**src/rtl/pwm_capture_if.sv**
```systemverilog
// Signal bundle between a PWM capture block and its controller.
// master drives enable/pwm_in/clear_int; slave returns measurements and interrupts.
interface pwm_capture_if #(
  parameter int WIDTH = 32
);
  logic             enable;
  logic             pwm_in;
  logic             clear_int;
  logic [WIDTH-1:0] period_out;
  logic [WIDTH-1:0] high_out;
  logic             capture_valid;
  logic             capture_int;
  logic             timeout_int;

  modport master (
    output enable, pwm_in, clear_int,
    input  period_out, high_out, capture_valid, capture_int, timeout_int
  );

  modport slave (
    input  enable, pwm_in, clear_int,
    output period_out, high_out, capture_valid, capture_int, timeout_int
  );
endinterface

```
**src/rtl/pwm_capture.sv**
```systemverilog
// PWM input capture: measures period and high time of each full PWM cycle.
// Define PWM_CAPTURE_SYNC_EN to insert a 2-flop synchronizer on pwm_in.
module pwm_capture #(
  parameter int              WIDTH          = 32,
  parameter longint unsigned TIMEOUT_CYCLES = 1000
) (
  input logic          divided_clk,
  input logic          rst,
  pwm_capture_if.slave cap
);

  localparam logic [WIDTH-1:0] TIMEOUT_W = WIDTH'(TIMEOUT_CYCLES);
  localparam logic [WIDTH-1:0] ONE       = WIDTH'(1);

  typedef enum logic [1:0] {IDLE, ARM, HIGH, LOW} state_e;

  state_e           state_q, state_d;
  logic [WIDTH-1:0] per_q, per_d;
  logic [WIDTH-1:0] hi_q, hi_d;
  logic [WIDTH-1:0] period_q, period_d;
  logic [WIDTH-1:0] high_q, high_d;
  logic             valid_q;
  logic             cap_int_q, cap_int_d;
  logic             to_int_q, to_int_d;
  logic             pwm_s, pwm_prev_q;
  logic             rise, fall;
  logic             capture, timeout;

`ifdef PWM_CAPTURE_SYNC_EN
  logic sync1_q, sync2_q;

  always_ff @(posedge divided_clk or posedge rst) begin
    if (rst) begin
      sync1_q <= 1'b0;
      sync2_q <= 1'b0;
    end else begin
      sync1_q <= cap.pwm_in;
      sync2_q <= sync1_q;
    end
  end

  assign pwm_s = sync2_q;
`else
  assign pwm_s = cap.pwm_in;
`endif

  assign rise = pwm_s & ~pwm_prev_q;
  assign fall = ~pwm_s & pwm_prev_q;

  always_comb begin
    // NOTE: every variable gets a default before the case so no path infers a latch.
    state_d = state_q;
    per_d   = per_q;
    hi_d    = hi_q;
    capture = 1'b0;
    timeout = 1'b0;

    unique case (state_q)
      IDLE: begin
        per_d = '0;
        hi_d  = '0;
        if (cap.enable) state_d = ARM;
      end
      ARM: begin
        if (rise) begin
          per_d   = ONE;
          hi_d    = ONE;
          state_d = HIGH;
        end
      end
      HIGH: begin
        if (per_q == TIMEOUT_W && !rise) begin
          timeout = 1'b1;
          per_d   = '0;
          hi_d    = '0;
          state_d = ARM;
        end else begin
          per_d = per_q + ONE;
          if (fall) state_d = LOW;
          else      hi_d    = hi_q + ONE;
        end
      end
      LOW: begin
        if (rise) begin
          capture = 1'b1;
          per_d   = ONE;
          hi_d    = ONE;
          state_d = HIGH;
        end else if (per_q == TIMEOUT_W) begin
          timeout = 1'b1;
          per_d   = '0;
          hi_d    = '0;
          state_d = ARM;
        end else begin
          per_d = per_q + ONE;
        end
      end
      default: state_d = IDLE;
    endcase

    // Disable overrides everything: the partial measurement is simply dropped.
    if (!cap.enable) begin
      state_d = IDLE;
      per_d   = '0;
      hi_d    = '0;
      capture = 1'b0;
      timeout = 1'b0;
    end
  end

  assign period_d  = capture ? per_q : period_q;
  assign high_d    = capture ? hi_q  : high_q;
  // A set in the same cycle as clear_int wins.
  assign cap_int_d = capture | (cap_int_q & ~cap.clear_int);
  assign to_int_d  = timeout | (to_int_q  & ~cap.clear_int);

  always_ff @(posedge divided_clk or posedge rst) begin
    if (rst) begin
      state_q    <= IDLE;
      per_q      <= '0;
      hi_q       <= '0;
      period_q   <= '0;
      high_q     <= '0;
      valid_q    <= 1'b0;
      cap_int_q  <= 1'b0;
      to_int_q   <= 1'b0;
      pwm_prev_q <= 1'b0;
    end else begin
      // NOTE: non-blocking so every flop samples the values from before the edge.
      state_q    <= state_d;
      per_q      <= per_d;
      hi_q       <= hi_d;
      period_q   <= period_d;
      high_q     <= high_d;
      valid_q    <= capture;
      cap_int_q  <= cap_int_d;
      to_int_q   <= to_int_d;
      pwm_prev_q <= pwm_s;
    end
  end

  assign cap.period_out    = period_q;
  assign cap.high_out      = high_q;
  assign cap.capture_valid = valid_q;
  assign cap.capture_int   = cap_int_q;
  assign cap.timeout_int   = to_int_q;

endmodule

```
**src/flat_wrapper.sv**
```systemverilog
// flat-port wrapper written by rule: the top's interface ports become plain ports
module pwm_capture_flat 
#(
  parameter int              WIDTH          = 32,
  parameter longint unsigned TIMEOUT_CYCLES = 1000
)
  (divided_clk, rst, cap_enable, cap_pwm_in, cap_clear_int, cap_period_out, cap_high_out, cap_capture_valid, cap_capture_int, cap_timeout_int);
  pwm_capture_if #(.WIDTH(WIDTH)) cap_i ();
  input logic divided_clk;
  input logic rst;
  input wire logic [$bits(cap_i.enable)-1:0] cap_enable;
  input wire logic [$bits(cap_i.pwm_in)-1:0] cap_pwm_in;
  input wire logic [$bits(cap_i.clear_int)-1:0] cap_clear_int;
  output wire logic [$bits(cap_i.period_out)-1:0] cap_period_out;
  output wire logic [$bits(cap_i.high_out)-1:0] cap_high_out;
  output wire logic [$bits(cap_i.capture_valid)-1:0] cap_capture_valid;
  output wire logic [$bits(cap_i.capture_int)-1:0] cap_capture_int;
  output wire logic [$bits(cap_i.timeout_int)-1:0] cap_timeout_int;
  assign cap_i.enable = cap_enable;
  assign cap_i.pwm_in = cap_pwm_in;
  assign cap_i.clear_int = cap_clear_int;
  assign cap_period_out = cap_i.period_out;
  assign cap_high_out = cap_i.high_out;
  assign cap_capture_valid = cap_i.capture_valid;
  assign cap_capture_int = cap_i.capture_int;
  assign cap_timeout_int = cap_i.timeout_int;
  pwm_capture #(.WIDTH(WIDTH), .TIMEOUT_CYCLES(TIMEOUT_CYCLES)) u_core (.divided_clk(divided_clk), .rst(rst), .cap(cap_i));
endmodule
```
**config.mk**
```make
export PLATFORM = sky130hd
export DESIGN_NAME = pwm_capture_flat
export DESIGN_NICKNAME = d
export VERILOG_FILES = /design/src/rtl/pwm_capture_if.sv /design/src/rtl/pwm_capture.sv /design/src/flat_wrapper.sv
export SDC_FILE = /design/constraint.sdc
export NUM_CORES = 1
export LEC_CHECK = 0
export ABC_AREA = 1
export CORE_ASPECT_RATIO = 0.75
export CORE_MARGIN = 1
export CORE_UTILIZATION = 50
export CTS_BUF_LIST = sky130_fd_sc_hd__clkbuf_16
export DETAILED_ROUTE_END_ITERATION = 8
export PLACE_DENSITY = 0.72
export SKIP_CTS_REPAIR_TIMING = 1
export SLEW_MARGIN = 20
export SYNTH_ARGS = -nofsm -noshare
export SYNTH_HDL_FRONTEND = slang
export SYNTH_SLANG_ARGS = --single-unit
```
**constraint.sdc**
```tcl
create_clock -name divided_clk -period 12.8 [get_ports divided_clk]
set_clock_uncertainty 0.05 [all_clocks]
set_input_delay 2.56 -clock divided_clk [delete_from_list [all_inputs] [get_ports divided_clk]]
set_output_delay 2.56 -clock divided_clk [all_outputs]
set_load 0.02 [all_outputs]
```
# [Word-level counts from Yosys, hierarchy flattened]
# Cells that the tools add are included.
[word_totals] out_inout_bits=67 wordCells=60 input_bits=5 reg_bits=134
[classes] reduce_logical=5 addsub=2 n_bitwise=9 mux=27 eq_ne=8
[op_table] cell="32-bit two-way mux" n=10
[op_table] cell="32-bit one-hot mux with 4 select lines" n=2
[op_table] cell="32-bit by 1-bit adder with 32-bit output (second input constant)" n=2
[op_table] cell="32-bit by 10-bit == test with 1-bit output (second input constant)" n=1
[op_table] cell="2-bit two-way mux" n=6
[op_table] cell="4-bit by 2-bit inequality test with 1-bit output (second input constant)" n=2
[op_table] cell="2-bit one-hot mux with 4 select lines" n=1
[op_table] cell="1-bit two-way mux" n=7
[op_table] cell="3-bit AND reduction" n=2
[op_table] cell="1-bit AND" n=4
[op_table] cell="2-bit == test (second input constant)" n=2
[op_table] cell="4-bit inequality test (second input constant)" n=1
[op_table] cell="3-bit by 2-bit inequality test with 1-bit output (second input constant)" n=1
[op_table] cell="1-bit inverter" n=3
[op_table] cell="2-bit by 1-bit == test with 1-bit output (second input constant)" n=1
[op_table] cell="2-bit zero test" n=1
[op_table] cell="1-bit bitwise OR" n=2
[op_table] cell="1-bit one-hot mux with 2 select lines" n=1
[op_table] cell="1-bit logical AND" n=1
[op_table] cell="1-bit zero test" n=1

# [Longest topological paths before layout]
[depth] depth_word=8 mapped_depth=13

# [Least setup slack after synthesis]
# OpenSTA, ideal clock, no wires.
[synth_path] kind="input to register" startpoint="input cap_pwm_in" endpoint="register u_core.high_q[24], in the netlist u_core.cap.high_out[24]" slack_ps=9036 path_buffers=2 path_stages=9 setup_time_ps=131 arrival_ps=3584 t_required_ps=12619 cell_sequence="inv_1 -> nor2_4 -> inv_1 -> nor3_2 -> nand2_2 -> buf_2 -> buf_2 -> nand2_1 -> o21ai_0"
[synth_via] elab_chain_cells=4
[synth_lines] element="start: declaration" line="flat_wrapper.sv:12" text="input wire logic [$bits(cap_i.pwm_in)-1:0] cap_pwm_in;"
[synth_lines] element="1-bit AND" line="pwm_capture.sv:47" text="assign rise = pwm_s & ~pwm_prev_q;"
[synth_lines] element="1-bit two-way mux" line="pwm_capture.sv:84" text="if (rise) begin"
[synth_lines] element="1-bit two-way mux" line="pwm_capture.sv:58" text="unique case (state_q)"
[synth_lines] element="1-bit two-way mux" line="pwm_capture.sv:102" text="if (!cap.enable) begin"
[synth_lines] element="end signal: assignment" line="pwm_capture.sv:134" text="high_q <= high_d;"
[synth_lines] element="end: declaration" line="pwm_capture.sv:21" text="logic [WIDTH-1:0] high_q, high_d;"
# No other way between the ends.
# A chain may end at the register's enable or synchronous reset.

# [Worst setup path in the final report]
[layout_path] startpoint="input cap_enable" endpoint="register u_core.per_q[22]"
[layout_via] elab_chain_cells=1
[layout_lines] element="start: declaration" line="flat_wrapper.sv:11" text="input wire logic [$bits(cap_i.enable)-1:0] cap_enable;"
[layout_lines] element="3-bit by 2-bit inequality test with 1-bit output (no line) or 32-bit two-way mux (tied branches)"
[layout_lines] element="end signal: assignment" line="pwm_capture.sv:131" text="per_q <= per_d;"
[layout_lines] element="end: declaration" line="pwm_capture.sv:18" text="logic [WIDTH-1:0] per_q, per_d;"
# Parallel ways exist; a longest one is shown, timed or not.

==> results.py <==
metrics = {
    "status": {
        "run_status": "completed",
    },
    "timing": {
        "finalMaxSlewViolations": 0,
        "setup_tns_ns": 0,
        "worst_slew_pin_tran_ns": 1.07,
        "worst_relative_slew_slack_pct": 28.5,
        "fmaxAchievable_mhz": 197,
        "rsz0062_at_grt": "false",
        "final.period_utilization_pct": 39.7,
        "hold_viol_final": 0,
        "finalWorstPathRequiredPeriod_ns": 5.09,
        "final_setup_vio_count": 0,
    },
    "final_layout": {
        "finish.cell_count_without_fillers": 1166,
        "synthToLayoutAreaGrowth_pct": 20.5,
        "drive_above_1_share_pct": 5.73,
        "fin_nets": 991,
        "diodes": 0,
        "final_core_utilization_pct": 62.9,
    },
    "critical_path": {
        "critical_path.endpoint_type": "flip-flop",
        "cpMaxStageDelayCell": "clkdlybuf4s50_1",
        "critical_path_rt_ns": 13.02,
        "r2r_setup_slack_ns": 10.20,
        "criticalPathCategory": "input port to flip-flop",
        "critical_path.reg2reg.endpoint": "u_core.state_q[1]",
        "cp_max_fo": 16,
        "crit_path_max_incr_delay_ns": 0.98,
        "cp_cell_sequence": "clkdlybuf4s50_1 > nand2_1 > nor3_2 > nor2_1 > nand4_1 > o21ai_0 > nand2_1 > nor2_1",
        "setup.worst_path.start_class": "input port",
        "arrival_ns": 5.30,
        "reg2reg_depth": 11,
        "regToRegStartpoint": "u_core.per_q[0]",
    },
    "floorplan": {
        "initial_utilization_pct": 52.2,
        "design.die.area_sq_um": 14300,
        "fp.coreArea_sq_um": 13200,
        "die_h_um": 104,
        "rows": 36,
        "floorplan.die.width_um": 138,
        "top_level_ports": 72,
    },
    "detailed_routing": {
        "wire_per_inst_um": 14.8,
        "wl_mm": 17.2,
        "routed-via-count": 6242,
        "initialDrtViolationCount": 626,
        "drt-pass1-iter-count": 5,
        "postRouteAntennaNets": 0,
        "drc": 0,
        "avgViaCountPerCell": 5.35,
    },
    "placed_design": {
        "numPlacedInstances": 1135,
        "detailed_placement_hpwl_mm": 11.9,
        "gpl.final_weighted_congestion": 0.978,
        "port_buffers": 71,
    },
    "synthesis": {
        "synth.distinct_cells": 30,
        "yosys_register_bits": 134,
        "syn_nets": 926,
        "synth.yosys.seq_area_share_pct": 48.6,
        "async_reset_ff_share_pct": 100,
        "synth.avg_cell_area_sq_um": 7.51,
        "syn-instance-count": 918,
        "netlist_area_sq_um": 6890,
        "number_of_enable_type_register_cells_in_the_synthesized_netlist": 0,
        "synth_warnings": 0,
        "synth_ff_type": "dfrtp_1",
    },
    "power": {
        "power_per_cell_area_nw_per_um2": 160,
        "vdd_drop_max_v": 0.000118,
        "static-leakage-power_nw": 3.60,
    },
    "cts": {
        "root_buffer": "clkbuf_16",
        "cts_inserted_buffers": 17,
        "tritoncts": "yes",
        "insertion_delay_ns": 0.42,
        "clock-sinks": 134,
        "clk_transition_reported_paths_ns": 0.06,
        "htree_num_levels": 4,
        "clock_tree.buffer_depth": 2,
    },
    "global_routing": {
        "grt_max_degree": 126,
        "grt_use_total_pct": 26.1,
        "number_of_antenna_violations_at_the_first_check_in_global_routing": 0,
        "grt.overflow.total": 0,
        "wire_length_of_the_first_global_routing_pass_mm": 28.8,
        "first_global_vias": 5604,
    },
    "worst_hold_path": {
        "hold-path-endpoint": "u_core.cap.period_out[2]",
        "whs_path_depth": 2,
        "hold_path_class": "flip-flop to flip-flop",
        "hp-start": "u_core.cap.period_out[2]",
    },
    "flow_run": {
        "max_cap_viols": 0,
    },
}
==> worst max-delay path by stage <==
stage                     startpoint                     end  slack, ns  depth (start not counted)
after global placement    cap_enable        u_core.per_q[22]       7.57                          8
final                     cap_enable        u_core.per_q[22]       7.71                          8
after global routing      cap_enable        u_core.per_q[22]       7.49                          8
after CTS                 cap_enable        u_core.per_q[22]       7.86                          8
after floorplan                  rst  u_core.cap.capture_int       6.61                          1
after detailed placement  cap_enable        u_core.per_q[22]       7.44                          8
==> state kept, by name (all words and copies together) (netlist names) <==
| register | flops |
|---|---|
| u_core.cap.capture_int | 1 |
| u_core.cap.capture_valid | 1 |
| u_core.cap.high_out | 32 |
| u_core.cap.period_out | 32 |
| u_core.cap.timeout_int | 1 |
| u_core.hi_q | 32 |
| u_core.per_q | 32 |
| u_core.pwm_prev_q | 1 |
| u_core.state_q | 2 |
==> synth_stat cells, types with 2 or more instances <==
library cell | number | area share, %
nand4_1 | 13 | 1.2
nor2_2 | 2 | 0.18
nor2_4 | 2 | 0.33
nor3_2 | 5 | 0.73
nand2_2 | 5 | 0.45
o22ai_1 | 13 | 1.2
nand2_1 | 271 | 15
nand3_1 | 61 | 4.4
ha_1 | 3 | 0.54
xor2_1 | 24 | 3.0
nor2_1 | 144 | 7.8
dfrtp_1 | 134 | 49
inv_1 | 93 | 5.1
nor3_1 | 14 | 1.0
a21oi_1 | 4 | 0.29
inv_2 | 6 | 0.33
o21ai_0 | 76 | 5.5
buf_4 | 5 | 0.54
buf_2 | 12 | 0.87
xnor2_1 | 4 | 0.51
nand3_2 | 2 | 0.29
o21ai_1 | 10 | 0.73
clkbuf_1 | 8 | 0.44
==> layer usage <==
layer	up-vias	GRT usage [%]	share of wire (%)
li1	3041	-	-
met1	2922	43.6	52
met2	255	33.1	38
met3	24	5.29	8.0
met4	0	6.51	1.2
met5	-	0	0
==> critical path: cells and delay by family <==
family / cells / cell delay [ns]
AND/OR/NAND/NOR: 6 / 1.65
AO/OA/AOI/OAI: 1 / 0.10
buffers and inverters: 1 / 0.98
==> cells by family after synthesis <==
logic type | after synthesis | synth area share [%]
xor+xnor | 28 | 3.56
compound gates | 106 | 8.08
buf+inv | 125 | 7.41
simple gates | 522 | 31.8
fa+ha+maj | 3 | 0.545
flops | 134 | 48.6
==> metrics by stage <==
step	total power [mW]	worst slack, ns	hold WS (ns)	instance area (sq um)
after CTS	1.34	7.86	0.438	8290
final	1.33	7.71	0.431	8300
after floorplan	0.708	6.61	0.421	6890
after global routing	1.39	7.49	0.448	8300
after global placement	0.836	7.57	0.415	7690
after detailed placement	0.839	7.44	0.422	7690
==> layout by cell type (no fill, tap or decap) <==
cell,count
nor2_8,1
nand4_1,13
clkdlybuf4s50_1,71
o21ai_1,10
nor3_2,5
nand3_1,61
a22o_1,1
nor2_4,2
xnor2_1,4
nor2_1,144
nor3b_1,1
nand2_4,1
nor3_1,14
clkinv_4,2
clkinv_2,3
inv_4,1
clkinvlp_4,2
dfrtp_1,134
o21ai_0,76
bufinv_16,3
o32ai_1,1
inv_1,92
inv_6,4
xor2_1,24
o22ai_1,13
clkbuf_16,17
nand2_8,1
nand3_2,2
buf_6,1
nor2_2,2
ha_1,3
nand2_1,271
nand2_2,4
inv_2,6
o31ai_1,1
a21oi_1,4
==> area by class of cell <==
cell class / instances / area, sq um
Multi-Input combinational cell: 659 / 3040
Clock inverter: 14 / 173
Tap cell: 171 / 214
Fill cell: 1198 / 4890
Timing Repair Buffer: 72 / 722
Inverter: 99 / 374
Clock buffer: 17 / 425
Sequential cell: 134 / 3350
==> power by group <==
| group | switching (mW) | internal (mW) | leakage, nW | total [mW] |
|---|---|---|---|---|
| Sequential | 0.0362 | 0.481 | 1.83 | 0.517 |
| Clock | 0.193 | 0.307 | 0.290 | 0.500 |
| Combinational | 0.191 | 0.125 | 1.48 | 0.316 |
| Total | 0.420 | 0.912 | 3.60 | 1.33 |
Power figures use the tool's default switching activity.
